[src/rtl/cram_cond_seq.sv]
// cram_cond_seq: consumes the CRAM condition capture stage. On start it waits for a
// captured condition, selects the true/false CRAM region, issues a sequential burst
// of requests there, then pulses clear back to the capture stage so it can re-arm.
// A wait timeout and an abort keep a lost condition token from hanging the CRAM.
module cram_cond_seq #(
  parameter int ADDR_W = 10,
  parameter int LEN_W  = 8,
  parameter int TMO_W  = 8
) (
  input  logic              clock,
  input  logic              reset,
  input  logic              I_Start,
  input  logic [ADDR_W-1:0] I_TAddr,
  input  logic [ADDR_W-1:0] I_FAddr,
  input  logic [LEN_W-1:0]  I_Len,
  input  logic [TMO_W-1:0]  I_Tmo,
  input  logic              I_Abort,
  input  logic              I_CondValid,
  input  logic              I_Cond,
  input  logic              I_Ack,
  output logic              O_Busy,
  output logic              O_Req,
  output logic [ADDR_W-1:0] O_Addr,
  output logic              O_Clr,
  output logic              O_Done,
  output logic              O_Taken,
  output logic              O_TimeOut
);

  typedef enum logic [1:0] {
    S_IDLE  = 2'd0,
    S_WAIT  = 2'd1,
    S_ISSUE = 2'd2,
    S_CLEAR = 2'd3
  } state_t;

  // Sequence parameters captured with I_Start; inputs are free to change afterwards.
  typedef struct packed {
    logic [ADDR_W-1:0] taddr;
    logic [ADDR_W-1:0] faddr;
    logic [LEN_W-1:0]  len;
    logic [TMO_W-1:0]  tmo;
  } cfg_t;

  state_t            state_q,  state_d;
  cfg_t              cfg_q,    cfg_d;
  logic [TMO_W-1:0]  wcnt_q,   wcnt_d;
  logic [LEN_W-1:0]  remain_q, remain_d;
  logic [ADDR_W-1:0] addr_q,   addr_d;
  logic              taken_q,  taken_d;
  logic              tflag_q,  tflag_d;

  logic              tmo_hit;

  // Timeout only armed for a nonzero limit; the condition beats it in the same cycle.
  assign tmo_hit = (cfg_q.tmo != '0) && (wcnt_q == cfg_q.tmo);

  // State and datapath registers; reset clears everything so no request survives it.
  always_ff @(posedge clock or negedge reset) begin
    if (!reset) begin
      state_q  <= S_IDLE;
      cfg_q    <= '0;
      wcnt_q   <= '0;
      remain_q <= '0;
      addr_q   <= '0;
      taken_q  <= 1'b0;
      tflag_q  <= 1'b0;
    end else begin
      state_q  <= state_d;
      cfg_q    <= cfg_d;
      wcnt_q   <= wcnt_d;
      remain_q <= remain_d;
      addr_q   <= addr_d;
      taken_q  <= taken_d;
      tflag_q  <= tflag_d;
    end
  end

  // Next-state and datapath update; every register holds unless its state acts on it.
  always_comb begin
    state_d  = state_q;
    cfg_d    = cfg_q;
    wcnt_d   = wcnt_q;
    remain_d = remain_q;
    addr_d   = addr_q;
    taken_d  = taken_q;
    tflag_d  = tflag_q;
    case (state_q)
      S_IDLE: begin
        if (I_Start) begin
          cfg_d.taddr = I_TAddr;
          cfg_d.faddr = I_FAddr;
          cfg_d.len   = I_Len;
          cfg_d.tmo   = I_Tmo;
          wcnt_d      = '0;
          tflag_d     = 1'b0;
          state_d     = S_WAIT;
        end
      end
      S_WAIT: begin
        if (I_Abort) begin
          state_d = S_CLEAR;
        end else if (I_CondValid) begin
          taken_d  = I_Cond;
          addr_d   = I_Cond ? cfg_q.taddr : cfg_q.faddr;
          remain_d = cfg_q.len;
          state_d  = (cfg_q.len != '0) ? S_ISSUE : S_CLEAR;
        end else if (tmo_hit) begin
          tflag_d = 1'b1;
          state_d = S_CLEAR;
        end else if (wcnt_q != cfg_q.tmo) begin
          // Saturates at the limit; with a zero limit it simply stays at zero.
          wcnt_d = wcnt_q + 1'b1;
        end
      end
      S_ISSUE: begin
        // An ack is always counted, even when abort ends the burst in the same cycle.
        if (I_Ack) begin
          addr_d   = addr_q + 1'b1;
          remain_d = remain_q - 1'b1;
          if (remain_q == LEN_W'(1)) state_d = S_CLEAR;
        end
        if (I_Abort) state_d = S_CLEAR;
      end
      S_CLEAR: begin
        state_d = S_IDLE;
      end
      default: begin
        state_d = S_IDLE;
      end
    endcase
  end

  // Outputs are pure decodes of registered state; no input reaches an output directly.
  assign O_Busy    = (state_q != S_IDLE);
  assign O_Req     = (state_q == S_ISSUE);
  assign O_Addr    = addr_q;
  assign O_Clr     = (state_q == S_CLEAR);
  assign O_Done    = (state_q == S_CLEAR);
  assign O_Taken   = taken_q;
  assign O_TimeOut = (state_q == S_CLEAR) && tflag_q;

endmodule
[config.mk]
export PLATFORM = sky130hd
export DESIGN_NAME = cram_cond_seq
export DESIGN_NICKNAME = d
export VERILOG_FILES = /design/src/rtl/cram_cond_seq.sv
export SDC_FILE = /design/constraint.sdc
export NUM_CORES = 1
export LEC_CHECK = 0
export BUFFER_PORTS_ARGS = -buffer_cell sky130_fd_sc_hd__buf_2
export CORE_UTILIZATION = 40
export CTS_CLUSTER_DIAMETER = 60
export CTS_CLUSTER_SIZE = 25
export DETAILED_ROUTE_END_ITERATION = 16
export GPL_TIMING_DRIVEN = 0
export HOLD_SLACK_MARGIN = 0.06
export PLACE_DENSITY = 0.64
export SLEW_MARGIN = 0
export SYNTH_ARGS = -nofsm -noshare
export SYNTH_HDL_FRONTEND = slang
export SYNTH_SLANG_ARGS = --single-unit
[constraint.sdc]
create_clock -name clock -period 2.8 [get_ports clock]
set_clock_uncertainty 0.15 [all_clocks]
set_input_delay 0.56 -clock clock [delete_from_list [all_inputs] [get_ports clock]]
set_output_delay 0.56 -clock clock [all_outputs]
set_load 0.02 [all_outputs]
# == Word level (Yosys, flattened, before mapping) ==
# Cells that the tools add are included.
# Widths: inputs -> output; s select.
# totals
ff_bits,66
output_inout_bits,16
elab_cells,74
# op_classes
add_sub_neg,3
n_eq_ne,17
n_mux,29
bitwise_logic,1
n_reduce_logical,14
# op_table
op,n
$mux 8,8
$mux 10,4
$pmux 8 s2,2
$pmux 10 s2,1
$ne 2x2->1 const B,8
$reduce_bool 8->1,2
$mux 2,7
$add 10x1->10 const B,1
$add 8x1->8 const B,1
$eq 8x1->1 const B,1
$eq 8x8->1,1
$ne 8x8->1,1
$pmux 2 s4,1
$reduce_and 4->1,2
$sub 8x1->8 const B,1
$reduce_and 6->1,1
$reduce_bool 2->1,3
$mux 1,5
$reduce_and 5->1,1
$eq 2x2->1 const B,2
$ne 4x4->1 const B,1
$ne 3x2->1 const B,1
$ne 3x3->1 const B,1
$reduce_and 3->1,1
other kinds (6),7

# == Depth between registers and ports, before layout ==
# Gate-level depths: netlist of run 1.
# logic_depth
depth_word,6
mapped_depth,8
ltp_nobuf,7

# == Worst setup path before layout of run 1 ==
# OpenSTA, ideal clock, no wires.
# synth_timing
kind,register -> register
from,reg state_q[0]
to,reg cfg_q[26] in the netlist's numbering
setup_time_ns,0.125
t_arrival_ns,1.839
required_time_ns,2.525
slack_ns,0.687
path_stages_with_launch,7
n_path_buf,2
synth_period_minus_slack_ns,2.113
cell_sequence,dfrtp_1 -> inv_1 -> ha_1 -> nand2_1 -> clkbuf_1 -> buf_1 -> mux2_2
# synth_via
elab_chain_cells,2
# synth_lines
item,line_no,source
from (decl),45,"state_t state_q, state_d;"
from (signal assigned),69,state_q <= state_d;
$logic_not 2->1,88,case (state_q)
$reduce_and 2->1 (no source line),n/a,
to (signal assigned),70,cfg_q <= cfg_d;
to (decl),46,"cfg_t cfg_q, cfg_d;"
# No other way between the ends.
# A chain may end at the register's enable or synchronous reset.

# == Final worst setup path of run 1 ==
# layout_timing
from,reg state_q[0]
to,reg cfg_q[29] in the netlist's numbering
# Same word-level chain as after synthesis.

==> flow_summary.yaml, run 1 <==
clocking:
  h-tree-depth: 3
  clockBufferDepth: 2
  numCtsBuffers: 9
  cts_tree: "yes"
  clock_sinks: 66
  clkTransAtPathRegs_ps: 70
  cts_setup_buffers: 0
  cts_root_buf: "clkbuf_8"
  clk_latency_ps: 340
synth:
  ys.flop_type: "dfrtp_1"
  ys_ff_latch: 66
  synth_edf_count: 0
  ys_seq_area_share_pct: 48.69
  netlist_area_sq_um: 3392
  synth-async-reset-ratio_pct: 100.0
  synth_cells: 307
  yosysUniqueCellTypes: 46
  syn-mean-instance-area_sq_um: 11.05
  ys_warn_count: 0
  syn_nets: 359
grt:
  track_usage_pct: 18.74
  grt_pass1_vias: 2566
  grt-ovfl-total: 0
  antenna_found_initial: 0
  grt_max_degree: 67
  grt_pass1_wl_mm: 12.52
detailed_routing:
  wire_per_inst_um: 15.56
  wl_mm: 7.564
  drt-vias-per-instance: 5.370
  antenna_left: 0
  drtIter0Drc: 133
  first_pass_iters: 4
  routed-via-count: 2610
  drc: 0
sta:
  tightest_slew_ps: 835.9
  rsz0062_at_grt: "no"
  setup_viol: 0
  maxSlewViolCount: 0
  fmax_ghz: 0.3894
  tns_ps: 0
  hold_violations: 0
  timing.final.crit_share_pct: 91.72
  period_needed_ps: 2568
  worst_slack_ps: 231.8
  relSlewSlack_pct: 44.27
floorplan:
  die_w_um: 94.09
  pin_count: 59
  initial_core_util_pct: 41.28
  core_area_sq_um: 8217
  placementRows: 33
  die_h_um: 94.09
  fp.dieArea_sq_um: 8852
final_layout:
  drive_above_1_share_pct: 32.81
  area_growth_pct: 18.00
  utilization_pct: 48.71
  stdcell_count: 486
  antenna_cells: 0
  fin_nets: 428
power:
  ir_drop_mv: 0.5174
  p_per_area_nw_per_um2: 1152
  p_leak_uw: 0.001795
placed_design:
  io_buffers: 58
  dp.cells: 470
  gp_congestion: 0.8155
  place_hpwl_mm: 5.285
  post-place-ws_ps: 85.28
critical_path:
  cp_max_fo: 10
  path_class: "reg2reg"
  worstPathRequired_ps: 2870
  start_kind: "flip-flop"
  timing.rr.end: "cfg_q[29]"
  reg2reg_slack_ps: 230
  arrival_ps: 2640
  endpoint_kind: "flip-flop"
  reg2reg_depth: 6
  rr_startpoint: "state_q[0]"
run_status:
  status: "finished clean"
min_path:
  holdCritPathClass: "in2async"
job:
  cap_violations: 0
==> cells by family (layout without fill, tap and decap cells) <==
kind of cell             after synthesis  count (layout)  synth area share [%]
multiplexers                          53              53                 17.37
AO/OA/AOI/OAI                         73              73                 12.73
adder cells (fa/ha/maj)                9               9                 3.320
AND/OR/NAND/NOR                       74              74                 12.43
XOR/XNOR                              12              12                 3.098
buffers and inverters                 20              94                 2.361
flip-flops                            66              66                 48.69
==> state kept, by name (all words and copies together), names as in the netlist <==
signal	cells
O_Taken	1
tflag_q	1
O_Addr	10
remain_q	8
wcnt_q	8
state_q	2
cfg_q	36
==> routing by layer <==
metal | vias up | part of all wire (%) | wire (um) | global-route usage [%]
li1 | 1263 | - | - | -
met1 | 1289 | 48 | 3595 | 24.08
met2 | 48 | 47 | 3573 | 30.84
met3 | 10 | 4.1 | 308 | 5.259
met4 | 0 | 1.1 | 86 | 5.000
met5 | - | 0 | 0 | 0
==> stage by stage <==
step | area (sq um) | hold WS (ps) | total power, uW
after CTS | 4001 | 206.1 | 4645
after detailed placement | 3816 | 335.0 | 3860
after floorplan | 3392 | 114.4 | 3270
after global routing | 4003 | 249.4 | 4961
final | 4003 | 175.6 | 4611
after global placement | 3814 | 332.9 | 3778
==> layout make-up <==
class / instances / area (sq um)
fillers: 795 / 4214
plain buffers: 13 / 55.05
repair buffers: 58 / 292.8
clock buffers: 10 / 127.6
well taps: 105 / 131.4
clock inverters: 6 / 57.56
multi-input cells: 221 / 1660
flip-flops and latches: 66 / 1652
inverters: 7 / 26.28
==> report_power, final <==
part / switching, uW / total [uW] / internal, uW
registers: 412 / 1830 / 1420
clock network: 366 / 771 / 405
logic: 1110 / 2010 / 904
==> cell usage after synthesis, types with 2 or more instances <==
master     n  area [sq um]
a211oi_1   3         22.52
a21o_1     2         15.01
a21oi_1   26         130.1
and2_1     2         12.51
and3_1     5         31.28
and4_1     2         17.52
clkbuf_1  10         37.54
dfrtp_1   66          1652
ha_1       9         112.6
inv_1      7         26.28
mux2_1     2         22.52
mux2_2    45         506.7
mux2i_1    6         60.06
nand2_1   19         71.32
nand2b_1   2         12.51
nand3_1   13         65.06
nand3b_1   2         15.01
nand4_1    2         12.51
nor2_1    10         37.54
nor3_1     4         20.02
nor4_1     3         18.77
nor4_4     2         42.54
o21ai_0   18         90.09
o22a_1     2         17.52
o22ai_1   12         75.07
or4_1      3         22.52
xnor2_1    4         35.03
xor2_1     8         70.07
==> worst max-delay path by stage <==
| stage | startpoint | endpoint | slack [ps] | depth (start not counted) |
|---|---|---|---|---|
| floorplan | state_q[0] | cfg_q[26] | 690 | 6 |
| global placement | state_q[0] | cfg_q[30] | 170 | 6 |
| detailed placement | state_q[0] | cfg_q[29] | 90 | 6 |
| CTS | state_q[0] | cfg_q[29] | 80 | 6 |
| global route | state_q[0] | cfg_q[29] | 100 | 6 |
| finish | state_q[0] | cfg_q[29] | 230 | 6 |
==> cells in the final DEF (no fill, tap or decap), types with 4 or more instances in the layout <==
cell type   n
nand2_1    19
xor2_1      8
clkbuf_8    9
ha_1        9
nor2_1     10
buf_2      58
nand3_1    13
inv_1       7
mux2i_1     6
o22ai_1    12
and3_1      5
clkbuf_1   11
o21ai_0    18
nor3_1      4
a21oi_1    26
mux2_2     45
xnor2_1     4
dfrtp_1    66
clkinv_2    4
==> worst max-delay path, cell delays in order (launching register included) <==
cell and delay [ps]:
dfrtp_1 430, inv_1 120, ha_1 250, nand2_1 120, clkbuf_1 550, clkbuf_2 430
mux2_2 390
==> timing repair <==
action	CTS	global route
gates resized for setup	0	1
hold buffers	0	0
setup endpoints to repair	0	9
Power figures use the tool's default switching activity.
==> inputs of run 2 (changes only) <==
==> constraint.sdc (replaced) <==
create_clock -name clock -period 3.3 [get_ports clock]
set_clock_uncertainty 0.15 [all_clocks]
set_input_delay 0.66 -clock clock [delete_from_list [all_inputs] [get_ports clock]]
set_output_delay 0.66 -clock clock [all_outputs]
set_load 0.02 [all_outputs]
==> flow_summary.yaml, run 2 (synthesis gave the netlist of run 1 again) <==
run_status:
  status: "finished clean"
floorplan:
  die_h_um: 94.09
  fp.dieArea_sq_um: 8852
  initial_core_util_pct: 41.28
  pin_count: 59
  die_w_um: 94.09
  placementRows: 33
  core_area_sq_um: 8217
sta:
  hold_violations: 0
  holdWs_ps: 275.6
  fmax_ghz: 0.3591
  timing.final.crit_share_pct: 84.38
  rsz0062_at_grt: "no"
  maxSlewViolCount: 0
  relSlewSlack_pct: 44.30
  period_needed_ps: 2785
  tns_ps: 0
  tightest_slew_ps: 835.5
  setup_viol: 0
critical_path:
  worstPathRequired_ps: 3370
  arrival_ps: 2850
  reg2reg_depth: 6
  start_kind: "flip-flop"
  critPathSlowestCell: "buf_1"
  slowest_delay_ps: 620
  cp_max_fo: 10
  endpoint_kind: "flip-flop"
  crit_chain: "inv_1 -> ha_1 -> nand2_1 -> clkbuf_1 -> buf_1 -> mux2_2"
  path_class: "reg2reg"
final_layout:
  area_growth_pct: 17.96
  fin_nets: 428
  final_cell_mix: "66 x dfrtp_1, 58 x buf_2, 45 x mux2_2"
  largest_register: "cfg_q"
  largest_reg_flops: 36
  nFillCells: 796
  final_common_cell: "dfrtp_1"
  drive_above_1_share_pct: 32.55
  antenna_cells: 0
power:
  p_int_uw: 2313
  p_leak_uw: 0.001792
  p_per_area_nw_per_um2: 977.5
  p_sw_uw: 1598
  pwr-share-clk_pct: 16.7
  switching_share_pct: 40.86
  pwr-share-seq_pct: 39.7
  totalPowerFinal_uw: 3911
  ir_drop_mv: 0.4390
  comb_power_share_pct: 43.6
clocking:
  clock_sinks: 66
  clkTransAtPathRegs_ps: 70
  post_cts_resize_count: 0
  clk_latency_ps: 340
  cts_root_buf: "clkbuf_8"
  clockBufferDepth: 2
  cts_hold_buf: 0
  cts_setup_buffers: 0
  numCtsBuffers: 9
  cts_tree: "yes"
  h-tree-depth: 3
grt:
  track_usage_pct: 18.74
  grt-ovfl-total: 0
  antenna_found_initial: 0
  grt_pass1_wl_mm: 12.52
  grt_pass1_vias: 2566
  grt_max_degree: 67
detailed_routing:
  wire_per_inst_um: 15.56
  antenna_left: 0
  drt-vias-per-instance: 5.368
  routed-via-count: 2609
  first_pass_iters: 4
  wl_mm: 7.561
  drc: 0
  drtIter0Drc: 122
job:
  cap_violations: 0
placed_design:
  io_buffers: 58
  place_hpwl_mm: 5.285
  gp_congestion: 0.8155
min_path:
  holdCritPathClass: "in2async"
run 2: cell types whose count changed in the layout (fill, tap and decap cells not counted), sizes merged:
cell / previous run / this run
buf: 60 / 61
clkbuf: 21 / 20
run 2: power groups by stage:
stage / Combinational (uW) / Sequential [uW] / Clock, uW
after CTS: 1720 / 1550 / 667
after floorplan: 1230 / 1550 / 0
final: 1700 / 1550 / 653
after global routing: 1900 / 1610 / 700
after detailed placement: 1710 / 1560 / 0
after global placement: 1660 / 1540 / 0
run 2: through the flow:
step	instance area (sq um)	std cells	worst slack, ps	utilization, %
after detailed placement	3816	470	574.2	46.44
after floorplan	3392	307	1187	-
after CTS	4001	486	575.2	48.70
after global placement	3814	470	634.3	46.41
final	4001	486	515.4	48.70
after global routing	4001	486	369.9	48.70
run 2: critical path: cells and delay by family (launching register included):
family	cells	cell delay (ps)
buffers and inverters	3	1290
DFF	1	430
muxes	1	420
adders and majority gates	1	250
and+or+nand+nor	1	120
run 2: path summary, 6_finish.rpt:
check	startpoint	to	slack [ps]
setup / recovery	state_q[0]	cfg_q[29]	520
hold / removal	reset	cfg_q[23]	280
setup reg to reg	state_q[0]	cfg_q[29]	520
hold reg to reg	tflag_q	tflag_q	340
max in group asynchronous	reset	cfg_q[10]	2190
min in group clock	tflag_q	tflag_q	340
run 2: cell type report:
type	count	area, sq um	share of cell area, %
Multi-Input combinational cell	221	1660	41.49
Sequential cell	66	1652	41.28
Timing Repair Buffer	58	292.8	7.317
Tap cell	105	131.4	3.283
Clock buffer	10	127.6	3.189
Clock inverter	6	57.56	1.438
Buffer	13	53.80	1.345
Inverter	7	26.28	0.6567
run 2: layer usage:
metal,track usage [%],vias to the layer above,share of wire [%]
li1,-,1263,-
met1,24.08,1284,47
met2,30.84,52,47
met3,5.259,10,5.0
met4,5.000,0,1.2
met5,0,-,0
